**src/rtl/seven_seg_scanner.sv**
```systemverilog
// seven_seg_scanner: multiplexed common-anode 7-segment driver with hex decode, per-frame snapshot and 16-level PWM.
// Optional LEADING_ZERO_BLANK_EN suppresses leading zero digits at snapshot time.
module seven_seg_scanner #(
    parameter int NUM_DIGITS       = 8,
    parameter int SYSTEM_FREQUENCY = 100000000,
    parameter int SCAN_FREQUENCY   = 1000
) (
    input  logic                    clock_i,
    input  logic                    reset_i,
    input  logic [4*NUM_DIGITS-1:0] digits_i,
    input  logic [NUM_DIGITS-1:0]   digit_enable_i,
    input  logic [NUM_DIGITS-1:0]   dp_i,
    input  logic [3:0]              brightness_i,
    output logic [NUM_DIGITS-1:0]   anode_o,
    output logic [6:0]              cathode_o,
    output logic                    dp_o
);
    localparam int TICKS_PER_DIGIT = SYSTEM_FREQUENCY / (SCAN_FREQUENCY * NUM_DIGITS);
    localparam int SLOT_TICKS      = TICKS_PER_DIGIT / 16;
    localparam int TW              = SLOT_TICKS > 1 ? $clog2(SLOT_TICKS) : 1;
    localparam int DW              = $clog2(NUM_DIGITS);
    localparam logic [6:0] SEG_LUT [16] = '{
        7'b1000000, 7'b1111001, 7'b0100100, 7'b0110000,
        7'b0011001, 7'b0010010, 7'b0000010, 7'b1111000,
        7'b0000000, 7'b0010000, 7'b0001000, 7'b0000011,
        7'b1000110, 7'b0100001, 7'b0000110, 7'b0001110
    };

    if (SLOT_TICKS < 1 || NUM_DIGITS < 2 || NUM_DIGITS > 16) begin : g_bad_params
        $error("seven_seg_scanner: SLOT_TICKS must be >= 1 and NUM_DIGITS within 2..16");
    end

    logic [TW-1:0]           r_tick;
    logic [3:0]              r_slot;
    logic [DW-1:0]           r_digit;
    logic [4*NUM_DIGITS-1:0] r_digits;
    logic [NUM_DIGITS-1:0]   r_en;
    logic [NUM_DIGITS-1:0]   r_dp;
    logic [NUM_DIGITS-1:0]   r_blank;
    logic [3:0]              r_bright;
    logic [NUM_DIGITS-1:0]   r_anode;
    logic [6:0]              r_cathode;
    logic                    r_dpo;

    logic                    w_tick_last;
    logic                    w_slot_last;
    logic                    w_digit_last;
    logic                    w_frame_end;
    logic                    w_guard;
    logic                    w_on;
    logic                    w_blank_dig;
    logic [3:0]              w_nib;
    logic [NUM_DIGITS-1:0]   w_sel;
    logic [NUM_DIGITS-1:0]   w_blank;

    assign w_tick_last  = r_tick == TW'(SLOT_TICKS - 1);
    assign w_slot_last  = r_slot == 4'hF;
    assign w_digit_last = r_digit == DW'(NUM_DIGITS - 1);
    assign w_frame_end  = w_tick_last && w_slot_last && w_digit_last;
    assign w_guard      = r_slot == 4'd0 && r_tick == '0;
    assign w_on         = !w_guard && r_slot < r_bright && r_en[r_digit];
    assign w_blank_dig  = r_blank[r_digit];
    assign w_nib        = r_digits[{r_digit, 2'b00} +: 4];
    assign w_sel        = ~(NUM_DIGITS'(1) << r_digit);

`ifdef LEADING_ZERO_BLANK_EN
    // Walk from the top digit down; disabled digits are transparent, the first enabled nonzero digit stops blanking.
    always_comb begin
        logic stop;
        stop    = 1'b0;
        w_blank = '0;
        for (int k = NUM_DIGITS - 1; k > 0; k--) begin
            w_blank[k] = !stop && digit_enable_i[k] && digits_i[4*k +: 4] == 4'h0;
            stop       = stop || (digit_enable_i[k] && digits_i[4*k +: 4] != 4'h0);
        end
    end
`else
    assign w_blank = '0;
`endif

    // Snapshot loads on the edge entering digit 0 / slot 0 / tick 0, so the first frame after reset is dark.
    always_ff @(posedge clock_i or posedge reset_i) begin
        if (reset_i) begin
            r_tick    <= '0;
            r_slot    <= '0;
            r_digit   <= '0;
            r_digits  <= '0;
            r_en      <= '0;
            r_dp      <= '0;
            r_blank   <= '0;
            r_bright  <= '0;
            r_anode   <= '1;
            r_cathode <= 7'h7F;
            r_dpo     <= 1'b1;
        end else begin
            r_tick    <= w_tick_last ? '0 : r_tick + 1'b1;
            r_slot    <= w_tick_last ? r_slot + 4'd1 : r_slot;
            r_digit   <= (w_tick_last && w_slot_last) ? (w_digit_last ? '0 : r_digit + 1'b1) : r_digit;
            r_digits  <= w_frame_end ? digits_i : r_digits;
            r_en      <= w_frame_end ? digit_enable_i : r_en;
            r_dp      <= w_frame_end ? dp_i : r_dp;
            r_blank   <= w_frame_end ? w_blank : r_blank;
            r_bright  <= w_frame_end ? brightness_i : r_bright;
            r_anode   <= (w_on && !(w_blank_dig && !r_dp[r_digit])) ? w_sel : '1;
            r_cathode <= (w_on && !w_blank_dig) ? SEG_LUT[w_nib] : 7'h7F;
            r_dpo     <= w_on ? ~r_dp[r_digit] : 1'b1;
        end
    end

    assign anode_o   = r_anode;
    assign cathode_o = r_cathode;
    assign dp_o      = r_dpo;
endmodule

```
**config.mk**
```make
export PLATFORM = sky130hd
export DESIGN_NAME = seven_seg_scanner
export DESIGN_NICKNAME = d
export VERILOG_FILES = /design/src/rtl/seven_seg_scanner.sv
export SDC_FILE = /design/constraint.sdc
export NUM_CORES = 1
export LEC_CHECK = 0
export ABC_CLOCK_PERIOD_IN_PS = 2800
export BUFFER_PORTS_ARGS = -buffer_cell sky130_fd_sc_hd__buf_2
export CAP_MARGIN = 30
export CORE_MARGIN = 2
export CORE_UTILIZATION = 28
export CTS_BUF_LIST = sky130_fd_sc_hd__clkbuf_8
export CTS_CLUSTER_DIAMETER = 100
export CTS_CLUSTER_SIZE = 25
export DETAILED_ROUTE_END_ITERATION = 12
export GPL_ROUTABILITY_DRIVEN = 0
export PLACE_DENSITY = 0.42
export RECOVER_POWER = 50
export SETUP_SLACK_MARGIN = 0.05
export SYNTH_ARGS = -nofsm -noshare
export SYNTH_HDL_FRONTEND = slang
export SYNTH_SLANG_ARGS = --single-unit
```
**constraint.sdc**
```tcl
create_clock -name clock_i -period 2.8 [get_ports clock_i]
set_input_delay 0.14 -clock clock_i [delete_from_list [all_inputs] [get_ports clock_i]]
set_output_delay 0.14 -clock clock_i [all_outputs]
set_load 0.03 [all_outputs]
```
==> metrics.md, run 1 <==
| Metric | Value |
|---|---|
| Sink Count | `85` |
| Worst Path Class, Setup | `register to register` |
| Met3 WL post-DR | `320 um` |
| Worst Skew | `0.0113 ns` |
| Max Slew Vio Count | `0` |
| Cells on worst reg2reg path | `8` |
| Vias per cell | `4.36` |
| Fin crit period | `2.50 ns` |
| Hold Path Origin | `digits_i[10]` |
| Final net count | `485` |
| ANT cells | `0` |
| PortBufs | `69` |
| Total grt overflow | `0` |
| # rows | `44` |
| Post-Synthesis Cells | `288` |
| Synth Flop Type | `dfrtp_1` |
| Final Setup Violations | `0` |
| H-tree lvl count | `3` |
| All-Layer GR Usage | `12.2%` |
| Area contributors post-synth | `dfrtp_1, mux2_4, dfstp_2` |
| WL per Instance | `14.9 um` |
| DRT met1 WL | `4.28 mm` |
| Core area | `14600 um^2` |
| Synth-to-Final Area Change | `30.4%` |
| Req. time, crit path | `3.06 ns` |
| Worst Hold End | `r_digits[10]` |
| Root Driver | `clkbuf_8` |
| Post-synth top cells | `dfrtp_1, mux2_4, ha_1` |
| Synth Area per Inst | `14.6 um^2` |
| RSZ-0062 raised after global routing | `false` |
| Placed Area | `4790 um^2` |
| Tot Pwr | `2.48 mW` |
| Post-synthesis cell area | `4200 um^2` |
| Antenna violations before repair | `0` |
| Rel. slew slack | `27.8%` |
| CTS tree | `built` |
| Leakage power | `2.62 nW` |
| Slew @ Worst Pin | `1.08 ns` |
| Pwr per Cell Area | `452 nW/um^2` |
| Metal2 WL | `4.14 mm` |
| Final instance area | `5470 um^2` |
| Hold path cells | `2` |
| Num ports | `70` |
| Via count | `2623` |
| Hold Path Class | `input port to register` |
| Crit. End Element | `register` |
| First-pass DRT Iterations | `4` |
| Max VDD drop | `0.196 mV` |
| Setup bufs post-CTS | `0` |
| Fin Setup TNS | `0 ns` |
| Syn. warnings | `0` |
| Final Hold Viols | `0` |
| Post-synthesis sequential area ratio | `51.2%` |
| CP startpoint kind | `register` |
| Die Height | `126 um` |
| Cts hold-fix bufs | `50` |
| First-pass GRT wire length | `15.1 mm` |
| Gates resized, CTS repair | `0` |
| Residual DRC | `0` |
| Routed Antenna Nets | `0` |
| Clk_lat worst skew | `0.37 ns` |
| Fmax | `0.399 GHz` |
| Initial DRC Count | `104` |
| R2r setup slk | `0.30 ns` |
| Final worst-path cycle share | `89.5%` |
| Post-synth ARST share | `100%` |
| Number of synthesized flops with an enable pin | `0` |
| Die Wd | `126 um` |
| Most common cell in the netlist | `dfrtp_1` |
| Starting Density | `28.8%` |
| Mapped Nets | `360` |
| Largest net degree at the start of global routing | `61` |
| Vias in the first global route | `2924` |
| Max-cap violation count | `0` |
| Area leader, netlist | `dfrtp_1` |
| Wirelength, routed | `8.94 mm` |
| Top routing layer in use | `met4` |
| Area of the die | `16000 um^2` |
| Status | `completed` |
| Layout cell share with drive strength beyond 1 | `42.8%` |
| Clock tree buffer depth | `2` |
| Worst-path fanout max | `22` |
| Clock slew seen by the registers of the worst setup and hold paths | `0.08 ns` |
| Detailed Place HPWL | `6.13 mm` |
| R2r startpoint | `r_tick[0]` |
| Worst r2r dst | `r_digits[4]` |
| Crit path DAT | `2.77 ns` |
| Cell variety after synth | `40` |
| TritonCTS Buffers | `9` |
| Register bit total from synthesis | `85` |
| Top cell type's share of synthesized area | `41.1%` |
## registers in the layout, summed over array words and instances, names as in the netlist
signal and flops:
r_digits 32, r_slot 4, r_bright 4, r_dp 8
dp_o 1, r_en 8, cathode_o 7, r_digit 3
anode_o 8, r_tick 10
## layer usage
layer  GRT usage, %  up-vias
li1               -     1266
met1           16.1     1292
met2           19.1       52
met3           2.66       13
met4           5.95        0
met5              0        -
## worst max-delay path, cell delays in order (launching register included)
cell     delay [ns]
dfrtp_1        0.44
inv_1          0.08
ha_1           0.13
or4b_4         0.48
nor3_4         0.20
nand4_2        0.13
or2_4          0.38
buf_12         0.23
mux2_4         0.31
## logic make-up after synthesis
group | synth area share [%]
AO/OA/AOI/OAI | 2.95
flip-flops | 51.2
XOR/XNOR | 2.30
buffers and inverters | 3.73
multiplexers | 27.6
adder cells (fa/ha/maj) | 5.37
AND/OR/NAND/NOR | 6.86
## through the flow
stage	utilization [%]	hold WS (ns)	setup slack, ns	instances
global placement	32.8	0.166	0.308	536
global route	37.5	0.00464	0.137	602
detailed placement	32.8	0.168	0.290	536
floorplan	-	0.289	0.276	288
finish	37.5	0.0260	0.295	602
CTS	37.7	0.00230	0.277	602
## where the power goes
group	total (mW)	leakage, nW	internal (mW)	switching [mW]
logic	0.270	1.52	0.158	0.112
registers	1.31	0.998	1.28	0.0245
clock network	0.898	0.107	0.455	0.444
## layout by cell type, fill, tap and decap left out, types with 3 or more instances in the layout
cell            n
mux2_2          7
ha_1           18
a21o_1          3
xnor2_1         7
mux2_4         50
buf_12          3
nor2_1          7
nand2_1        15
clkbuf_8       11
buf_2          63
dfstp_2        16
nand3_1        11
nand4_1         4
xor2_1          4
o211ai_1        4
mux2i_1         6
mux4_2         12
dlygate4sd3_1  50
o21ai_0         4
clkbuf_1        6
dfrtp_1        69
buf_4           4
inv_1          15
## how the worst max path moves through the flow
stage          startpoint           end
2_1_floorplan  r_digit[0]  cathode_o[5]
3_3_place_gp    r_tick[0]  r_digits[23]
3_5_place_dp    r_tick[0]  r_digits[18]
4_1_cts         r_tick[0]       r_en[5]
5_1_grt         r_tick[0]   r_digits[6]
6_report        r_tick[0]   r_digits[4]
## area by class of cell
type,count,area [um^2]
sequential,85,2150
clock inverter,5,51.3
inverter,16,61.3
timing repair buffer,127,936
fill,1421,9120
multi-input combinational,174,1900
clock buffer,11,151
tap,184,230
(Power assumes the default switching activity.)
==> run 2: changes to the inputs <==
Settings changed: ABC_AREA set to 1.
==> metrics.md, run 2 <==
| Metric | Value |
|---|---|
| Area leader, netlist | `dfrtp_1` |
| Number of synthesized flops with an enable pin | `0 (unchanged)` |
| Worst-path fanout max | `11 (-50%)` |
| Clock slew seen by the registers of the worst setup and hold paths | `0.08 ns (about the same)` |
| Cell variety after synth | `26 (-35%)` |
| Total grt overflow | `0 (unchanged)` |
| Fmax | `0.467 GHz (+17%)` |
| Area contributors post-synth | `dfrtp_1, nand2_1, dfstp_2` |
| # rows | `45 (+2.3%)` |
| Most frequent cells in the layout | `nand2_1, inv_1, dfrtp_1` |
| Initial DRC Count | `242 (+130%)` |
| Final worst-path cycle share | `76.5% (-13 points)` |
| Layout cell share with drive strength beyond 1 | `22.6% (-20 points)` |
| Residual DRC | `0 (unchanged)` |
| PortBufs | `69 (unchanged)` |
| H-tree lvl count | `3 (unchanged)` |
| RSZ-0062 raised after global routing | `false` |
| Syn. warnings | `0 (unchanged)` |
| Worst Path Class, Setup | `register to register` |
| Final instance area | `5670 um^2 (+3.6%)` |
| Vias per cell | `4.15 (-4.7%)` |
| R2r setup slk | `0.66 ns (+0.36 ns)` |
| Post-Synthesis Cells | `529 (+84%)` |
| Post-synth top cells | `nand2_1, inv_1, dfrtp_1` |
| First-pass GRT wire length | `17.2 mm (+14%)` |
| # fillers | `1594 (+12%)` |
| Final Hold Viols | `0 (unchanged)` |
| Area of the die | `16700 um^2 (+4.4%)` |
| Post-synthesis sequential area ratio | `49.0% (-2.2 points)` |
| Die Wd | `129 um (+2.2%)` |
| Max FFs per register | `32 (unchanged)` |
| Hold Path Class | `input port to register` |
| Req. time, crit path | `3.10 ns (+0.04 ns)` |
| Crit path DAT | `2.44 ns (-0.33 ns)` |
| Fin crit period | `2.14 ns (-0.362 ns)` |
| Register area | `2150 um^2 (unchanged)` |
| All-Layer GR Usage | `13.4% (+1.2 points)` |
| Starting Density | `28.7% (about the same)` |
| Status | `completed` |
| Clk_lat worst skew | `0.39 ns (+0.02 ns)` |
| CTS tree | `built` |
| Root Driver | `clkbuf_8` |
| Vias in the first global route | `3424 (+17%)` |
| Synth-to-Final Area Change | `29.3%` |
| Placed Area | `4970 um^2 (+3.7%)` |
| Clock tree buffer depth | `2 (unchanged)` |
| Via count | `3596 (+37%)` |
| Post-synth ARST share | `100% (unchanged)` |
| CP startpoint kind | `register` |
| Worst Hold End | `r_en[6]` |
| Largest regs | `r_digits: 32 flops, r_tick: 10 flops` |
| Max Slew Vio Count | `0 (unchanged)` |
| Post-synthesis cell area | `4390 um^2 (+4.5%)` |
| Sink Count | `85 (unchanged)` |
| Detailed Place HPWL | `7.12 mm (+16%)` |
| First-pass DRT Iterations | `4 (unchanged)` |
| Max VDD drop | `0.183 mV (-6.3%)` |
| Slew @ Worst Pin | `0.509 ns (-0.567 ns)` |
| Final net count | `722 (+49%)` |
| Final core occ | `37.2% (-0.34 points)` |
| Worst Skew | `0.0122 ns (+0.000831 ns)` |
| Synth Flop Type | `dfrtp_1` |
| Mapped Nets | `601 (+67%)` |
| R2r startpoint | `r_digit[2]` |
| Cells on worst reg2reg path | `8 (unchanged)` |
| Reg with most FFs | `r_digits` |
| Synth Area per Inst | `8.29 um^2 (-43%)` |
| Routed Antenna Nets | `0 (unchanged)` |
| Commonest non-fill, non-tap cell in the layout | `nand2_1` |
| Leakage power | `2.96 nW (+13%)` |
| Post-route insts no fill | `866 (+44%)` |
| Final Setup Violations | `0 (unchanged)` |
| Most common cell in the netlist | `nand2_1` |
| Die Height | `129 um (+2.2%)` |
| Top cell type's share of synthesized area | `39.4% (-1.8 points)` |
| Wirelength, routed | `10.5 mm (+17%)` |
| Max-cap violation count | `0 (unchanged)` |
| Core area | `15300 um^2 (+4.6%)` |
| Rel. slew slack | `66.1% (+38 points)` |
| ANT cells | `0 (unchanged)` |
| Hold Path Origin | `digit_enable_i[6]` |
| Worst r2r dst | `cathode_o[0]` |
| Register bit total from synthesis | `85 (unchanged)` |
| Fin Setup TNS | `0 ns (unchanged)` |
| Crit. End Element | `register` |
| Pwr per Cell Area | `426 nW/um^2 (-5.9%)` |
| WL per Instance | `12.1 um (-19%)` |
| TritonCTS Buffers | `9 (unchanged)` |
| Antenna violations before repair | `0 (unchanged)` |
| Num ports | `70 (unchanged)` |
| Largest net degree at the start of global routing | `86 (+41%)` |
| Cells after DPL | `798 (+49%)` |
| Hold path cells | `3 (+1)` |
| Area of the multi-input gates | `1790 um^2 (-5.6%)` |
==> run 2: cell count changes in the layout (fill, tap and decap cells not counted), moves of 36 or more <==
cell,previous run,this run
mux2_4,50,0
nand3_1,11,58
nor2_1,7,58
a21oi_2,0,36
nand2_1,15,129
inv_1,15,78
==> run 2: what timing repair did <==
| action | CTS | global route |
|---|---|---|
| endpoints found under the hold margin | 120 | 0 |
| setup buffers | 0 | 0 |
| resized for setup | 0 | 0 |
| hold buffers | 52 | 0 |
==> run 2: per-stage QoR <==
step	worst slack [ns]	hold slack [ns]	total power, mW
global placement	0.684	0.288	1.50
floorplan	0.493	0.270	1.42
detailed placement	0.662	0.292	1.50
CTS	0.643	0.00283	2.46
finish	0.658	0.0189	2.41
global route	0.410	0.0234	2.55
==> run 2: how the worst max path moves through the flow <==
stage | cells past startpoint | slack (ns) | startpoint | endpoint
after floorplan | 1 | 0.49 | reset_i | r_bright[0]
after global placement | 8 | 0.68 | r_digit[2] | cathode_o[0]
after detailed placement | 8 | 0.66 | r_digit[2] | cathode_o[0]
after CTS | 8 | 0.64 | r_digit[2] | cathode_o[0]
after global routing | 8 | 0.41 | r_digit[2] | cathode_o[0]
final | 8 | 0.66 | r_digit[2] | cathode_o[0]
==> run 2: layout make-up <==
type | count | area share, %
Clock buffer | 10 | 2.43
Clock inverter | 6 | 0.971
Inverter | 84 | 5.58
Multi-Input combinational cell | 340 | 31.5
Sequential cell | 85 | 37.9
Tap cell | 211 | 4.65
Timing Repair Buffer | 130 | 17.0
==> run 2: cell families after synthesis <==
family          share of synthesized area [%]
buf+inv                                  10.4
simple gates                             24.1
compound gates                           10.4
xor+xnor                                0.999
flops                                    49.0
fa+ha+maj                                5.14
==> run 2: critical path, stage by stage, from the launching register on <==
cell and delay, ns:
dfrtp_1 0.60, clkinv_1 0.41, nand3_1 0.19, nand2_1 0.17, ha_1 0.31, inv_1 0.12, nand3_1 0.08, nand3_1 0.10
nand3_1 0.08
==> run 2: power by group <==
group,switching [mW],internal (mW),total (mW)
clock network,0.462,0.427,0.890
logic,0.131,0.118,0.249
registers,0.00858,1.27,1.28
total,0.602,1.81,2.41
==> run 2: routing by layer <==
metal	global-route usage (%)	vias up	wire, um
met3	3.26	15	421
met4	6.20	0	219
li1	-	1880	-
met1	18.7	1618	5280
met5	0	-	0
met2	19.7	83	4530
==> run 3: changes to the inputs <==
Settings changed: ABC_CLOCK_PERIOD_IN_PS 2800 to 1800, PLACE_DENSITY 0.42 to 0.44.
Clock period 2.8 ns to 1.8 ns, I/O delays scaled along.
==> metrics.md, run 3 (synthesized netlist as in run 2, its figures left out) <==
| Metric | Value |
|---|---|
| Clock slew seen by the registers of the worst setup and hold paths | `0.09 ns (about the same)` |
| Layout cell share with drive strength beyond 1 | `37.8% (+15 points)` |
| CTS tree | `built` |
| Hold Path Class | `input port to register` |
| All-Layer GR Usage | `13.5% (+0.087 points)` |
| Worst path max stage delay | `0.43 ns (-0.17 ns)` |
| Max-cap violation count | `0 (unchanged)` |
| Core area | `15300 um^2 (unchanged)` |
| Synth-to-Final Area Change | `49.2%` |
| ANT cells | `0 (unchanged)` |
| Pwr per Cell Area | `602 nW/um^2 (+41%)` |
| Crit path DAT | `2.02 ns (-0.42 ns)` |
| Clk_lat worst skew | `0.38 ns (about the same)` |
| Clock tree buffer depth | `2 (unchanged)` |
| Commonest non-fill, non-tap cell in the layout | `nand2_1` |
| Final worst-path cycle share | `95.5% (+19 points)` |
| Total grt overflow | `0 (unchanged)` |
| Crit. End Element | `register` |
| Via count | `3878 (+7.8%)` |
| Starting Density | `28.7% (unchanged)` |
| Final net count | `758 (+5.0%)` |
| Routed Antenna Nets | `0 (unchanged)` |
| Cells after DPL | `815 (+2.1%)` |
| Die Wd | `129 um (unchanged)` |
| Detailed Place HPWL | `7.58 mm (+6.5%)` |
| Rel. slew slack | `12.3% (-54 points)` |
| Residual DRC | `0 (unchanged)` |
| Crit path cell chain | `buf_4 > ha_1 > ha_2 > nand3_4 > buf_12 > clkbuf_16 > nor2_4 > a21oi_2` |
| Max Slew Vio Count | `0 (unchanged)` |
| Sink Count | `85 (unchanged)` |
| Largest net degree at the start of global routing | `57 (-34%)` |
| Fin crit period | `1.72 ns (-0.424 ns)` |
| Worst-path fanout max | `7 (-4)` |
| Vias in the first global route | `3696 (+7.9%)` |
| Reg with most FFs | `r_digits` |
| CP top delay family | `buffers and inverters` |
| CP startpoint kind | `register` |
| Worst Skew | `0.00856 ns (-0.00360 ns)` |
| Vias per cell | `4.30 (+3.5%)` |
| First-pass DRT Iterations | `4 (unchanged)` |
| Critical Path Slowest Stage Cell | `dfrtp_1` |
| Largest regs | `r_digits: 32 flops, r_tick: 10 flops` |
| Area of the die | `16700 um^2 (unchanged)` |
| RSZ-0062 raised after global routing | `true` |
| Fmax | `0.582 GHz (+25%)` |
| Initial DRC Count | `137 (-43%)` |
| PortBufs | `69 (unchanged)` |
| # rows | `45 (unchanged)` |
| Status | `completed` |
| Worst Path Class, Setup | `register to register` |
| Antenna violations before repair | `0 (unchanged)` |
| Final Setup Violations | `0 (unchanged)` |
| Max FFs per register | `32 (unchanged)` |
| Slew @ Worst Pin | `1.31 ns (+0.800 ns)` |
| Root Driver | `clkbuf_8` |
| # fillers | `1529 (-4.1%)` |
| Bufs and invs on worst path | `3 (+1)` |
| Most frequent cells in the layout | `nand2_1, inv_1, buf_2` |
| Final Hold Viols | `0 (unchanged)` |
| Leakage power | `3.26 nW (+10%)` |
| H-tree lvl count | `3 (unchanged)` |
| Post-route insts no fill | `902 (+4.2%)` |
| Num ports | `70 (unchanged)` |
| First-pass GRT wire length | `17.7 mm (+2.8%)` |
| Max VDD drop | `0.290 mV (+58%)` |
| Req. time, crit path | `2.10 ns (-1.00 ns)` |
| Die Height | `129 um (unchanged)` |
| Wirelength, routed | `12.3 mm (+17%)` |
| Worst hold margin | `0.480 ns (+0.461 ns)` |
| TritonCTS Buffers | `9 (unchanged)` |
| WL per Instance | `13.6 um (+13%)` |
## run 3: changes by cell type in the layout (fill, tap and decap cells not counted), sizes merged
cell / previous run / this run
buf: 71 / 106
bufinv: 1 / 2
clkbuf: 17 / 16
clkinv: 4 / 5
clkinvlp: 2 / 1
dlygate4sd3: 52 / 53
## run 3: power by group
part | internal [mW] | switching [mW] | leakage (nW)
sequential | 1.97 | 0.0134 | 0.950
combinational | 0.205 | 0.229 | 2.20
clock | 0.777 | 0.745 | 0.114
total | 2.95 | 0.987 | 3.26
## run 3: final timing paths
check	from	end	slack [ns]	cells past startpoint
max reg2reg	r_digit[0]	r_digits[4]	0.08	8
min	dp_i[5]	r_dp[5]	0.48	4
min in group asynchronous	reset_i	r_tick[7]	0.53	3
max	r_digit[0]	r_digits[4]	0.08	8
max in group asynchronous	reset_i	cathode_o[1]	0.46	4
min reg2reg	r_dp[7]	r_dp[7]	0.50	2
## run 3: metrics by stage
step	utilization [%]	TNS (ns)	power (mW)	worst slack, ns	cell area [um^2]
after floorplan	-	0	2.20	0.114	4390
after CTS	38.5	0	3.97	0.0529	5870
after detailed placement	33.6	0	2.34	0.0694	5120
final	42.9	0	3.94	0.0815	6550
after global routing	42.9	-0.0170	4.12	-0.0148	6550
after global placement	33.6	0	2.34	0.0810	5120
## run 3: layout make-up
type	count	area, um^2	share of cell area (%)
clock buffer	9	124	1.89
clock inverter	7	91.3	1.40
inverter	84	317	4.84
multi-input combinational	340	2150	32.8
sequential	85	2150	32.8
tap	211	264	4.03
timing repair buffer	166	1450	22.2
## run 3: layer usage
metal	global-route usage, %	wire length (um)	up-vias
met5	0	0	-
met4	6.01	293	0
met3	2.23	333	16
met2	21.2	5660	74
met1	18.5	5970	1829
li1	-	-	1959
## run 3: worst reg2reg max path, cell delays in order, from the launching register on
cell       delay (ns)
dfrtp_1          0.43
buf_4            0.18
ha_1             0.22
ha_2             0.21
nand3_4          0.11
buf_12           0.17
clkbuf_16        0.19
nor2_4           0.04
a21oi_2          0.11
## run 3: what timing repair did
item,CTS,global route
endpoints found under the setup margin,0,65
hold endpoints to repair,73,0
hold buffers,53,0
setup buffers,0,6
resized for setup,0,111
